===== src/rtl/adcv_pkg.sv =====
`default_nettype none
// ============================================================================
// Module   : adcv_pkg
// Purpose  : State/mode encodings and width helpers for the conversion controller.
// Revision : 1.0 - initial release
// ============================================================================
package adcv_pkg;

  typedef enum logic [2:0] {
    ST_IDLE   = 3'd0,
    ST_SETTLE = 3'd1,
    ST_ACCUM  = 3'd2,
    ST_DONE   = 3'd3,
    ST_OUT    = 3'd4
  } state_t;

  typedef enum logic {
    MODE_CONV = 1'b0,
    MODE_CAL  = 1'b1
  } mode_t;

  // Room for 128 samples of FINE_BITS+1 bits each.
  function automatic int acc_w(input int fine_bits);
    return fine_bits + 8;
  endfunction

  function automatic int sat_max(input int fine_bits);
    return (1 << (fine_bits + 1)) - 1;
  endfunction

endpackage
`default_nettype wire


===== src/rtl/adcv_avg_acc.sv =====
`default_nettype none
// ============================================================================
// Module   : adcv_avg_acc
// Purpose  : Sample accumulator, power-of-two average and saturating offset removal.
// Revision : 1.0 - initial release
// ============================================================================
module adcv_avg_acc
  import adcv_pkg::*;
#(
  parameter int FINE_BITS = 6
) (
  input  logic                 clk,
  input  logic                 rst,
  input  logic                 i_clr,
  input  logic                 i_add,
  input  logic [FINE_BITS:0]   i_sample,
  input  logic [2:0]           i_log2,
  input  logic [FINE_BITS:0]   i_offset,
  output logic                 o_last,
  output logic [FINE_BITS:0]   o_avg,
  output logic [FINE_BITS:0]   o_result
);

  localparam int SAMP_W = FINE_BITS + 1;
  localparam int ACC_W  = acc_w(FINE_BITS);
  localparam logic [SAMP_W-1:0] C_SAT_MAX = SAMP_W'(sat_max(FINE_BITS));

  logic [ACC_W-1:0]   r_acc;
  logic [7:0]         r_count;
  logic signed [SAMP_W:0] w_diff;

  always_ff @(posedge clk or posedge rst) begin
    if (rst) begin
      r_acc   <= '0;
      r_count <= '0;
    end else if (i_clr) begin
      r_acc   <= '0;
      r_count <= '0;
    end else if (i_add) begin
      r_acc   <= r_acc + ACC_W'(i_sample);
      r_count <= r_count + 8'd1;
    end
  end

  // Asserted while the sample being added now completes the 2^k set.
  assign o_last = ((r_count + 8'd1) == (8'd1 << i_log2));
  assign o_avg  = SAMP_W'(r_acc >> i_log2);
  assign w_diff = $signed({1'b0, o_avg}) - $signed({1'b0, i_offset});

  always_comb begin
    o_result = w_diff[SAMP_W-1:0];
    if (w_diff < 0)
      o_result = '0;
    else if (w_diff > $signed({1'b0, C_SAT_MAX}))
      o_result = C_SAT_MAX;
  end

endmodule
`default_nettype wire


===== src/rtl/adcv_conv_ctrl.sv =====
`default_nettype none
// ============================================================================
// Module   : adcv_conv_ctrl
// Purpose  : Sequences settle/average/offset-correct conversions and calibrations.
// Revision : 1.0 - initial release
// ============================================================================
module adcv_conv_ctrl
  import adcv_pkg::*;
#(
  parameter int FINE_BITS    = 6,
  parameter int SETTLE_TICKS = 2,
  parameter int MAX_MISS     = 4
) (
  input  logic                 clock,
  input  logic                 reset,
  input  logic                 start,
  input  logic                 cal,
  input  logic [2:0]           avg_log2,
  input  logic                 tick,
  input  logic [FINE_BITS:0]   sample_in,
  input  logic                 hit_seen,
  output logic                 cal_sel,
  output logic                 busy,
  output logic [FINE_BITS:0]   result,
  output logic                 result_valid,
  input  logic                 result_ready,
  output logic                 err_timeout
);

  localparam logic [3:0] C_SETTLE_LAST = 4'(SETTLE_TICKS - 1);
  localparam logic [3:0] C_MISS_LAST   = 4'(MAX_MISS - 1);

  state_t             r_state;
  mode_t              r_mode;
  logic [2:0]         r_log2;
  logic [3:0]         r_settle;
  logic [3:0]         r_miss;
  logic [FINE_BITS:0] r_offset;
  logic [FINE_BITS:0] r_result;
  logic               r_valid;
  logic               r_busy;
  logic               r_cal_sel;
  logic               r_err;

  logic               w_accept;
  logic               w_miss_tick;
  logic               w_abort;
  logic               w_acc_add;
  logic               w_acc_clr;
  logic               w_last;
  logic [FINE_BITS:0] w_avg;
  logic [FINE_BITS:0] w_corr;

  assign w_accept    = (r_state == ST_IDLE) && (start || cal);
  assign w_miss_tick = tick && !hit_seen;
  assign w_abort     = ((r_state == ST_SETTLE) || (r_state == ST_ACCUM)) &&
                       w_miss_tick && (r_miss == C_MISS_LAST);
  assign w_acc_add   = (r_state == ST_ACCUM) && tick && hit_seen;
  assign w_acc_clr   = w_accept || w_abort;

  adcv_avg_acc #(
    .FINE_BITS (FINE_BITS)
  ) u_avg_acc (
    .clk      (clock),
    .rst      (reset),
    .i_clr    (w_acc_clr),
    .i_add    (w_acc_add),
    .i_sample (sample_in),
    .i_log2   (r_log2),
    .i_offset (r_offset),
    .o_last   (w_last),
    .o_avg    (w_avg),
    .o_result (w_corr)
  );

  always_ff @(posedge clock or posedge reset) begin
    if (reset) begin
      r_state   <= ST_IDLE;
      r_mode    <= MODE_CONV;
      r_log2    <= '0;
      r_settle  <= '0;
      r_miss    <= '0;
      r_offset  <= '0;
      r_result  <= '0;
      r_valid   <= 1'b0;
      r_busy    <= 1'b0;
      r_cal_sel <= 1'b0;
      r_err     <= 1'b0;
    end else begin
      r_err <= 1'b0;
      if (w_abort) begin
        r_state   <= ST_IDLE;
        r_miss    <= '0;
        r_busy    <= 1'b0;
        r_cal_sel <= 1'b0;
        r_err     <= 1'b1;
      end else begin
        case (r_state)
          ST_IDLE: begin
            if (w_accept) begin
              r_mode    <= cal ? MODE_CAL : MODE_CONV;
              r_log2    <= avg_log2;
              r_settle  <= '0;
              r_miss    <= '0;
              r_busy    <= 1'b1;
              r_cal_sel <= cal;
              r_state   <= ST_SETTLE;
            end
          end
          ST_SETTLE: begin
            if (w_miss_tick)
              r_miss <= r_miss + 4'd1;
            if (SETTLE_TICKS == 0)
              r_state <= ST_ACCUM;
            else if (tick) begin
              if (r_settle == C_SETTLE_LAST)
                r_state <= ST_ACCUM;
              else
                r_settle <= r_settle + 4'd1;
            end
          end
          ST_ACCUM: begin
            if (tick) begin
              if (hit_seen) begin
                r_miss <= '0;
                if (w_last)
                  r_state <= ST_DONE;
              end else begin
                r_miss <= r_miss + 4'd1;
              end
            end
          end
          ST_DONE: begin
            if (r_mode == MODE_CAL) begin
              r_offset  <= w_avg;
              r_busy    <= 1'b0;
              r_cal_sel <= 1'b0;
              r_state   <= ST_IDLE;
            end else begin
              r_result <= w_corr;
              r_valid  <= 1'b1;
              r_state  <= ST_OUT;
            end
          end
          ST_OUT: begin
            if (result_ready) begin
              r_valid <= 1'b0;
              r_busy  <= 1'b0;
              r_state <= ST_IDLE;
            end
          end
          default: r_state <= ST_IDLE;
        endcase
      end
    end
  end

  assign cal_sel      = r_cal_sel;
  assign busy         = r_busy;
  assign result       = r_result;
  assign result_valid = r_valid;
  assign err_timeout  = r_err;

endmodule
`default_nettype wire


===== config.mk =====
export PLATFORM = sky130hd
export DESIGN_NAME = adcv_conv_ctrl
export DESIGN_NICKNAME = d
export VERILOG_FILES = /design/src/rtl/adcv_pkg.sv /design/src/rtl/adcv_avg_acc.sv /design/src/rtl/adcv_conv_ctrl.sv
export SDC_FILE = /design/constraint.sdc
export NUM_CORES = 1
export LEC_CHECK = 0
export ABC_AREA = 1
export BUFFER_PORTS_ARGS = -buffer_cell sky130_fd_sc_hd__buf_2
export CORE_AREA = 5 5 91 93
export DETAILED_ROUTE_END_ITERATION = 8
export DIE_AREA = 0 0 96 98
export PLACE_DENSITY = 0.77
export SLEW_MARGIN = 20
export SYNTH_ARGS = -nofsm -noshare
export SYNTH_HDL_FRONTEND = slang
export SYNTH_HIERARCHICAL = 1
export SYNTH_SLANG_ARGS = --single-unit

===== constraint.sdc =====
create_clock -name clock -period 2.7 [get_ports clock]
set_input_delay 0.135 -clock clock [delete_from_list [all_inputs] [get_ports clock]]
set_output_delay 0.135 -clock clock [all_outputs]
set_load 0.03 [all_outputs]

==> results of run 1 <==
==> sequential cells by signal, summed over array words and instances, names as in the netlist <==
name	count
result_valid	1
r_miss	4
r_state	3
r_settle	4
result	7
r_mode	1
r_log2	3
u_avg_acc/r_count	8
busy	1
cal_sel	1
u_avg_acc/r_acc	14
err_timeout	1
r_offset	7
==> power breakdown <==
group          switching (µW)  total (µW)  internal [µW]
clock network             288         570            282
registers                 230        1280           1050
logic                    1860        2950           1090
total                    2380        4800           2420
==> per-layer routing <==
metal | share of wire [%] | track usage, %
met1 | 46 | 26.7
met2 | 49 | 33.4
met3 | 3.9 | 3.08
met4 | 1.5 | 5.47
met5 | 0 | 0
==> how the worst max path moves through the flow <==
stage                       endpoint                   from  depth (start not counted)  slack, ns
4_1_cts        result[5]$_DFFE_PP0P_  r_log2[0]$_DFFE_PP0P_                         14       0.08
3_3_place_gp   result[5]$_DFFE_PP0P_  r_log2[0]$_DFFE_PP0P_                         13       0.24
2_1_floorplan  result[5]$_DFFE_PP0P_  r_log2[0]$_DFFE_PP0P_                         13       0.47
3_5_place_dp   result[6]$_DFFE_PP0P_  r_log2[0]$_DFFE_PP0P_                         15       0.15
5_1_grt        result[4]$_DFFE_PP0P_  r_log2[0]$_DFFE_PP0P_                         14     -0.008
6_report       result[6]$_DFFE_PP0P_  r_log2[0]$_DFFE_PP0P_                         14       0.16
==> through the flow <==
| stage | area [µm²] | utilization [%] | power (µW) |
|---|---|---|---|
| floorplan | 3940 | - | 3590 |
| global placement | 4200 | 56.4 | 4110 |
| detailed placement | 4200 | 56.4 | 4200 |
| CTS | 4330 | 58.1 | 4790 |
| global route | 4340 | 58.2 | 5290 |
| finish | 4340 | 58.2 | 4800 |
==> cells in the mapped netlist, drive strengths merged (2+ instances only) <==
master / count
nand2: 203
inv: 75
nor2: 56
dfrtp: 55
nand3: 50
o21ai: 32
ha: 18
a21oi: 12
nand4: 10
mux2: 7
o22ai: 7
buf: 6
xor2: 6
or2: 4
xnor2: 4
a21o: 3
nand3b: 3
a31oi: 2
clkbuf: 2
fa: 2
==> cells by family (layout without fill, tap and decap cells) <==
kind of cell,after synthesis,in the layout
XOR/XNOR,10,10
adder cells (fa/ha/maj),20,20
multiplexers,7,7
buffers and inverters,84,120
flip-flops,55,55
AND/OR/NAND/NOR,328,328
AO/OA/AOI/OAI,65,65
==> final cells by class <==
cell class | instances | area, µm² | area share, %
clock inverters | 3 | 47.5 | 1.10
well taps | 102 | 128 | 2.94
repair buffers | 36 | 205 | 4.73
inverters | 76 | 285 | 6.58
flip-flops and latches | 55 | 1380 | 31.8
multi-input cells | 430 | 2220 | 51.3
clock buffers | 5 | 68.8 | 1.59
==> repair_timing <==
item / CTS / global route
hold buffers: 1 / 0
endpoints found under the hold margin: 33 / 0
endpoints found under the setup margin: 0 / 7
resized for setup: 0 / 5
==> critical path, stage by stage (launching register included) <==
cell     delay [ns]
dfrtp_2        0.48
buf_4          0.18
o21ai_0        0.26
nand2_1        0.12
o21ai_0        0.21
a32oi_2        0.16
ha_1           0.32
nand3_1        0.09
nand2_1        0.13
nand4_1        0.09
nand2_1        0.09
inv_1          0.10
nor2_1         0.12
nand2_1        0.06
nand2_1        0.07
==> qor.yml, run 1 <==
placement:
  dp.cells: 698
  place_ws_ns: 0.146
  gp_congestion: 0.894
  hpwl_mm: 6.85
  portBuffers: 27
sta:
  slew_violations: 0
  hold_viol: 0
  max_freq_mhz: 394
  fin_crit_ns: 2.54
  slew_headroom_pct: 41.7
  period_share_pct: 94.0
  setup_violations: 0
  fin_skew_ns: 0.0128
  worst_pin_slew_ns: 0.874
  whs_ns: 0.0301
  layout_setup_ws_ns: 0.161
  setup_tns_ns: 0
clock_tree:
  clk_pin_slew_ns: 0.11
  numCtsBuffers: 5
  cts_sinks: 55
  root_buffer: "clkbuf_8"
  cts_tree: "yes"
  cts_setup_buffers: 0
  htree_levels: 2
  clock_latency_ns: 0.31
  cts.path.max_buffers: 2
die:
  fp.dieArea_um2: 9410
  die_h_um: 98
  rows: 32
  initial_core_util_pct: 52.8
  num_io_pins: 28
  die-width_um: 96
  coreArea_um2: 7450
synthesis:
  synth_top_family_by_area: "simple AND/OR/NAND/NOR gates"
  synth_compound_area_share_pct: 9.54
  synth_flop_cell: "dfrtp_1"
  avgSynthCellArea_um2: 6.92
  syn_area_um2: 3940
  synth.area.mux_share_pct: 2.00
  syn_nets: 606
  yosys-top-cells-area: "dfrtp_1 35%, nand2_1 19%, inv_1 6.5%"
  synthXorXnorAreaFrac_pct: 2.23
  ys_seq_area_share_pct: 35.0
  synth_top_area_share_pct: 35.0
  synth_edf_count: 0
  syn_inst: 569
  yosysWarnings: 6
  synth-simple-area-share_pct: 35.8
  synth-adder-area-share_pct: 6.74
  yosys.area.top_type: "dfrtp_1"
  async_flop_share_pct: 100
  synth.ff_latch_count: 55
  synth_cell_types: 43
hold_path:
  hold_path_class: "primary input to flop"
  min_path_cells: 3
  worstHoldEndpoint: "r_log2[2]$_DFFE_PP0P_"
  worstHoldStart: "avg_log2[2]"
critical_path:
  critPathMaxFanout: 11
  critPathArrivalTime_ns: 2.79
  timing.rr.start: "r_log2[0]$_DFFE_PP0P_"
  required_ns: 2.95
  end_kind: "flop"
  reg2reg_slack_ns: 0.16
  critical_path.startpoint_type: "flop"
  r2r_cells: 14
  r2r_end: "result[6]$_DFFE_PP0P_"
  path_class: "flop to flop"
global_routing:
  grt_max_degree: 34
  antenna_found_initial: 0
  grt_pass1_wl_mm: 15.5
  grt_pass1_vias: 3566
  grt.total_usage_pct: 20.0
  grt.overflow.total: 0
run:
  maxCapViolCount: 0
final_layout:
  area_growth_pct: 10.2
  layout_commonest_cell: "nand2_1"
  final_cells: 707
  drive_above_1_share_pct: 12.2
  layout_common_cells: "200 x nand2_1, 68 x inv_1, 53 x dfrtp_1"
  nNetsFinal: 641
  n_antenna_cell: 0
  fillers: 727
routing:
  vias: 3667
  via_per_inst: 5.19
  dr.pass1.iters: 5
  routedWlPerCell_um: 12.4
  post-route-drc-count: 0
  wirelength_mm: 8.75
  ant_nets: 0
  drt_iter0_drc: 221
power:
  powerDensity_nw_per_um2: 1110
  ir_drop_mv: 0.540
  p_leak_uw: 0.00239
run_status:
  outcome: "finished clean"
Note: power is estimated with default switching activity, not from simulation.
==> inputs of run 2 (changes only) <==
--- a/config.mk
+++ b/config.mk
@@ -10,7 +10,7 @@
 export CORE_AREA = 5 5 91 93
 export DETAILED_ROUTE_END_ITERATION = 8
 export DIE_AREA = 0 0 96 98
-export PLACE_DENSITY = 0.77
+export PLACE_DENSITY = 0.72
 export SLEW_MARGIN = 20
 export SYNTH_ARGS = -nofsm -noshare
 export SYNTH_HDL_FRONTEND = slang
==> run 2 against run 1 <==
Against the previous run:
- power down 2.7%
- sequential share of layout area up 0.19 points
- worst hold slack better by 0.014 ns
- largest cell class unchanged
- fmax up 2.4%
- core utilization down 0.40 points
==> qor.yml, run 2 (synthesis results as in run 1) <==
run_status:
  outcome: "finished clean"
final_layout:
  area_growth_pct: 9.41
  layout_common_cells: "200 x nand2_1, 67 x inv_1, 54 x dfrtp_1"
  layout_commonest_cell: "nand2_1"
  largest_reg_flops: 14  # unchanged
  final_util_pct: 57.8  # -0.40 points
  top_regs: "u_avg_acc/r_acc (14), u_avg_acc/r_count (8)"
  regMostFlops: "u_avg_acc/r_acc"
  nNetsFinal: 641  # unchanged
  n_antenna_cell: 0  # unchanged
  drive_above_1_share_pct: 12.1  # -0.15 points
sta:
  slew_headroom_pct: 41.6  # about the same
  rsz0062_at_grt: "false"
  fin_skew_ns: 0.0105  # -0.00238 ns
  fin_crit_ns: 2.48  # -0.0595 ns
  whs_ns: 0.0442  # +0.0141 ns
  slew_violations: 0  # unchanged
  worst_pin_slew_ns: 0.874  # +0.000547 ns
  max_freq_mhz: 403  # +2.4%
  setup_violations: 0  # unchanged
  setup_tns_ns: 0  # unchanged
  hold_viol: 0  # unchanged
  period_share_pct: 91.8  # -2.2 points
  layout_setup_ws_ns: 0.221  # +0.0595 ns
critical_path:
  required_ns: 2.91  # -0.04 ns
  critPathTopFamily: "adder cells"
  r2r_end: "result[6]$_DFFE_PP0P_"
  slowest_stage: "dfrtp_1"
  slowest_delay_ns: 0.43  # -0.05 ns
  path_depth: 15  # +1
  end_kind: "flop"
  critPathArrivalTime_ns: 2.69  # -0.10 ns
  reg2reg_slack_ns: 0.22  # +0.06 ns
  critPathMaxFanout: 7  # -4
  path_class: "flop to flop"
  crit_path_cell_trace: "buf_4 > o21ai_0 > o21ai_0 > nand2_1 > o21ai_0 > inv_1 > ha_1 > inv_1 > fa_1 > nand4_1 > nand3_1 > xnor2_1 > nor2_1 > nand2_1 > nand2_1"
  r2r_cells: 15  # +1
  critical_path.startpoint_type: "flop"
  crit_buf_inv: 3  # +1
  critPathCapture: "result[6]$_DFFE_PP0P_"
  timing.rr.start: "r_log2[0]$_DFFE_PP0P_"
  startpoint: "r_log2[0]$_DFFE_PP0P_"
global_routing:
  grt_max_degree: 34  # unchanged
  grt_pass1_vias: 3325  # -6.8%
  grt_pass1_wl_mm: 14.9  # -3.8%
  grt.total_usage_pct: 19.1  # -0.93 points
  grt.overflow.total: 0  # unchanged
  antenna_found_initial: 0  # unchanged
power:
  powerDensity_nw_per_um2: 1090  # -2.0%
  seq_power_share_pct: 27.5  # +0.8 points
  ir_drop_mv: 0.519  # -4.0%
  p_leak_uw: 0.00238  # -0.47%
  p_int_uw: 2340  # -3.4%
  switching_share_pct: 50.0  # +0.36 points
  p_sw_uw: 2340  # -1.9%
  clockPowerShare_pct: 9.9  # -2.0 points
  combPwrFrac_pct: 62.6  # +1.1 points
routing:
  dr.pass1.iters: 5  # unchanged
  routedWlPerCell_um: 11.9  # -3.5%
  drt_iter0_drc: 138  # -38%
  vias: 3611  # -1.5%
  post-route-drc-count: 0  # unchanged
  ant_nets: 0  # unchanged
  wirelength_mm: 8.43  # -3.7%
  via_per_inst: 5.11  # -1.4%
clock_tree:
  root_buffer: "clkbuf_8"
  clk_pin_slew_ns: 0.10  # about the same
  numCtsBuffers: 5  # unchanged
  cts_sinks: 55  # unchanged
  htree_levels: 2  # unchanged
  cts.path.max_buffers: 2  # unchanged
  clock_latency_ns: 0.30  # about the same
  cts_tree: "yes"
placement:
  hpwl_mm: 6.67  # -2.5%
  portBuffers: 27  # unchanged
  gp_congestion: 0.895  # +0.17%
  place_ws_ns: 0.194  # +0.0480 ns
die:
  die-width_um: 96  # unchanged
  num_io_pins: 28  # unchanged
  coreArea_um2: 7450  # unchanged
  fp.dieArea_um2: 9410  # unchanged
  die_h_um: 98  # unchanged
  initial_core_util_pct: 52.8  # unchanged
  rows: 32  # unchanged
run:
  maxCapViolCount: 0  # unchanged
hold_path:
  hold_path_class: "primary input to flop"
-- run 2: cell types whose count changed in the layout (fill, tap and decap cells not counted), sizes merged --
cell	previous run	this run
bufinv	1	0
clkbuf	5	6
inv	76	75
-- run 2: worst min-delay path by stage --
| stage | from | end | slack, ns | cells after the start |
|---|---|---|---|---|
| after global routing | avg_log2[0] | r_log2[0]$_DFFE_PP0P_ | 0.03 | 3 |
| after CTS | avg_log2[0] | r_log2[0]$_DFFE_PP0P_ | 0.03 | 3 |
| after detailed placement | reset | r_miss[3]$_DFFE_PP0P_ | 0.26 | 3 |
| final | avg_log2[0] | r_log2[0]$_DFFE_PP0P_ | 0.04 | 3 |
| after floorplan | reset | u_avg_acc/r_acc[0]$_DFFE_PP0P_ | 0.12 | 1 |
| after global placement | reset | r_miss[3]$_DFFE_PP0P_ | 0.25 | 3 |
-- run 2: layout make-up --
cell class / count / area, µm²
repair buffers: 36 / 205
well taps: 102 / 128
inverters: 76 / 285
clock buffers: 6 / 82.6
clock inverters: 1 / 5.00
multi-input cells: 430 / 2220
flip-flops and latches: 55 / 1380
fillers: 752 / 3140
-- run 2: power by group through the flow --
| stage | Sequential, µW | Clock, µW | Combinational (µW) |
|---|---|---|---|
| 2_1_floorplan | 1320 | 0 | 2270 |
| 3_3_place_gp | 1290 | 0 | 2870 |
| 3_5_place_dp | 1290 | 0 | 2910 |
| 4_1_cts | 1280 | 478 | 2920 |
| 5_1_grt | 1320 | 510 | 3360 |
| 6_report | 1280 | 461 | 2930 |
-- run 2: what timing repair did --
item	in CTS	in global routing
resized for setup	0	7
endpoints found under the hold margin	33	0
hold buffers	1	0
endpoints found under the setup margin	0	6
setup buffers	0	0
-- run 2: metal layers --
metal  up-vias  wire length (µm)  GRT usage [%]
met3         7               234           3.08
met5         -                 0              0
met4         0                53           3.39
met2        54              3960           31.2
met1      1653              4190           26.8
li1       1897                 -              -
-- run 2: worst min-delay path, cell delays in order --
cell	delay, ns
buf_2	0.08
nand2_1	0.04
nand2_1	0.05
-- run 2: metrics by stage --
stage	instance area [µm²]	instances	power, µW
floorplan	3940	569	3590
global placement	4200	698	4160
detailed placement	4200	698	4200
CTS	4300	706	4670
global route	4310	706	5190
finish	4310	706	4670
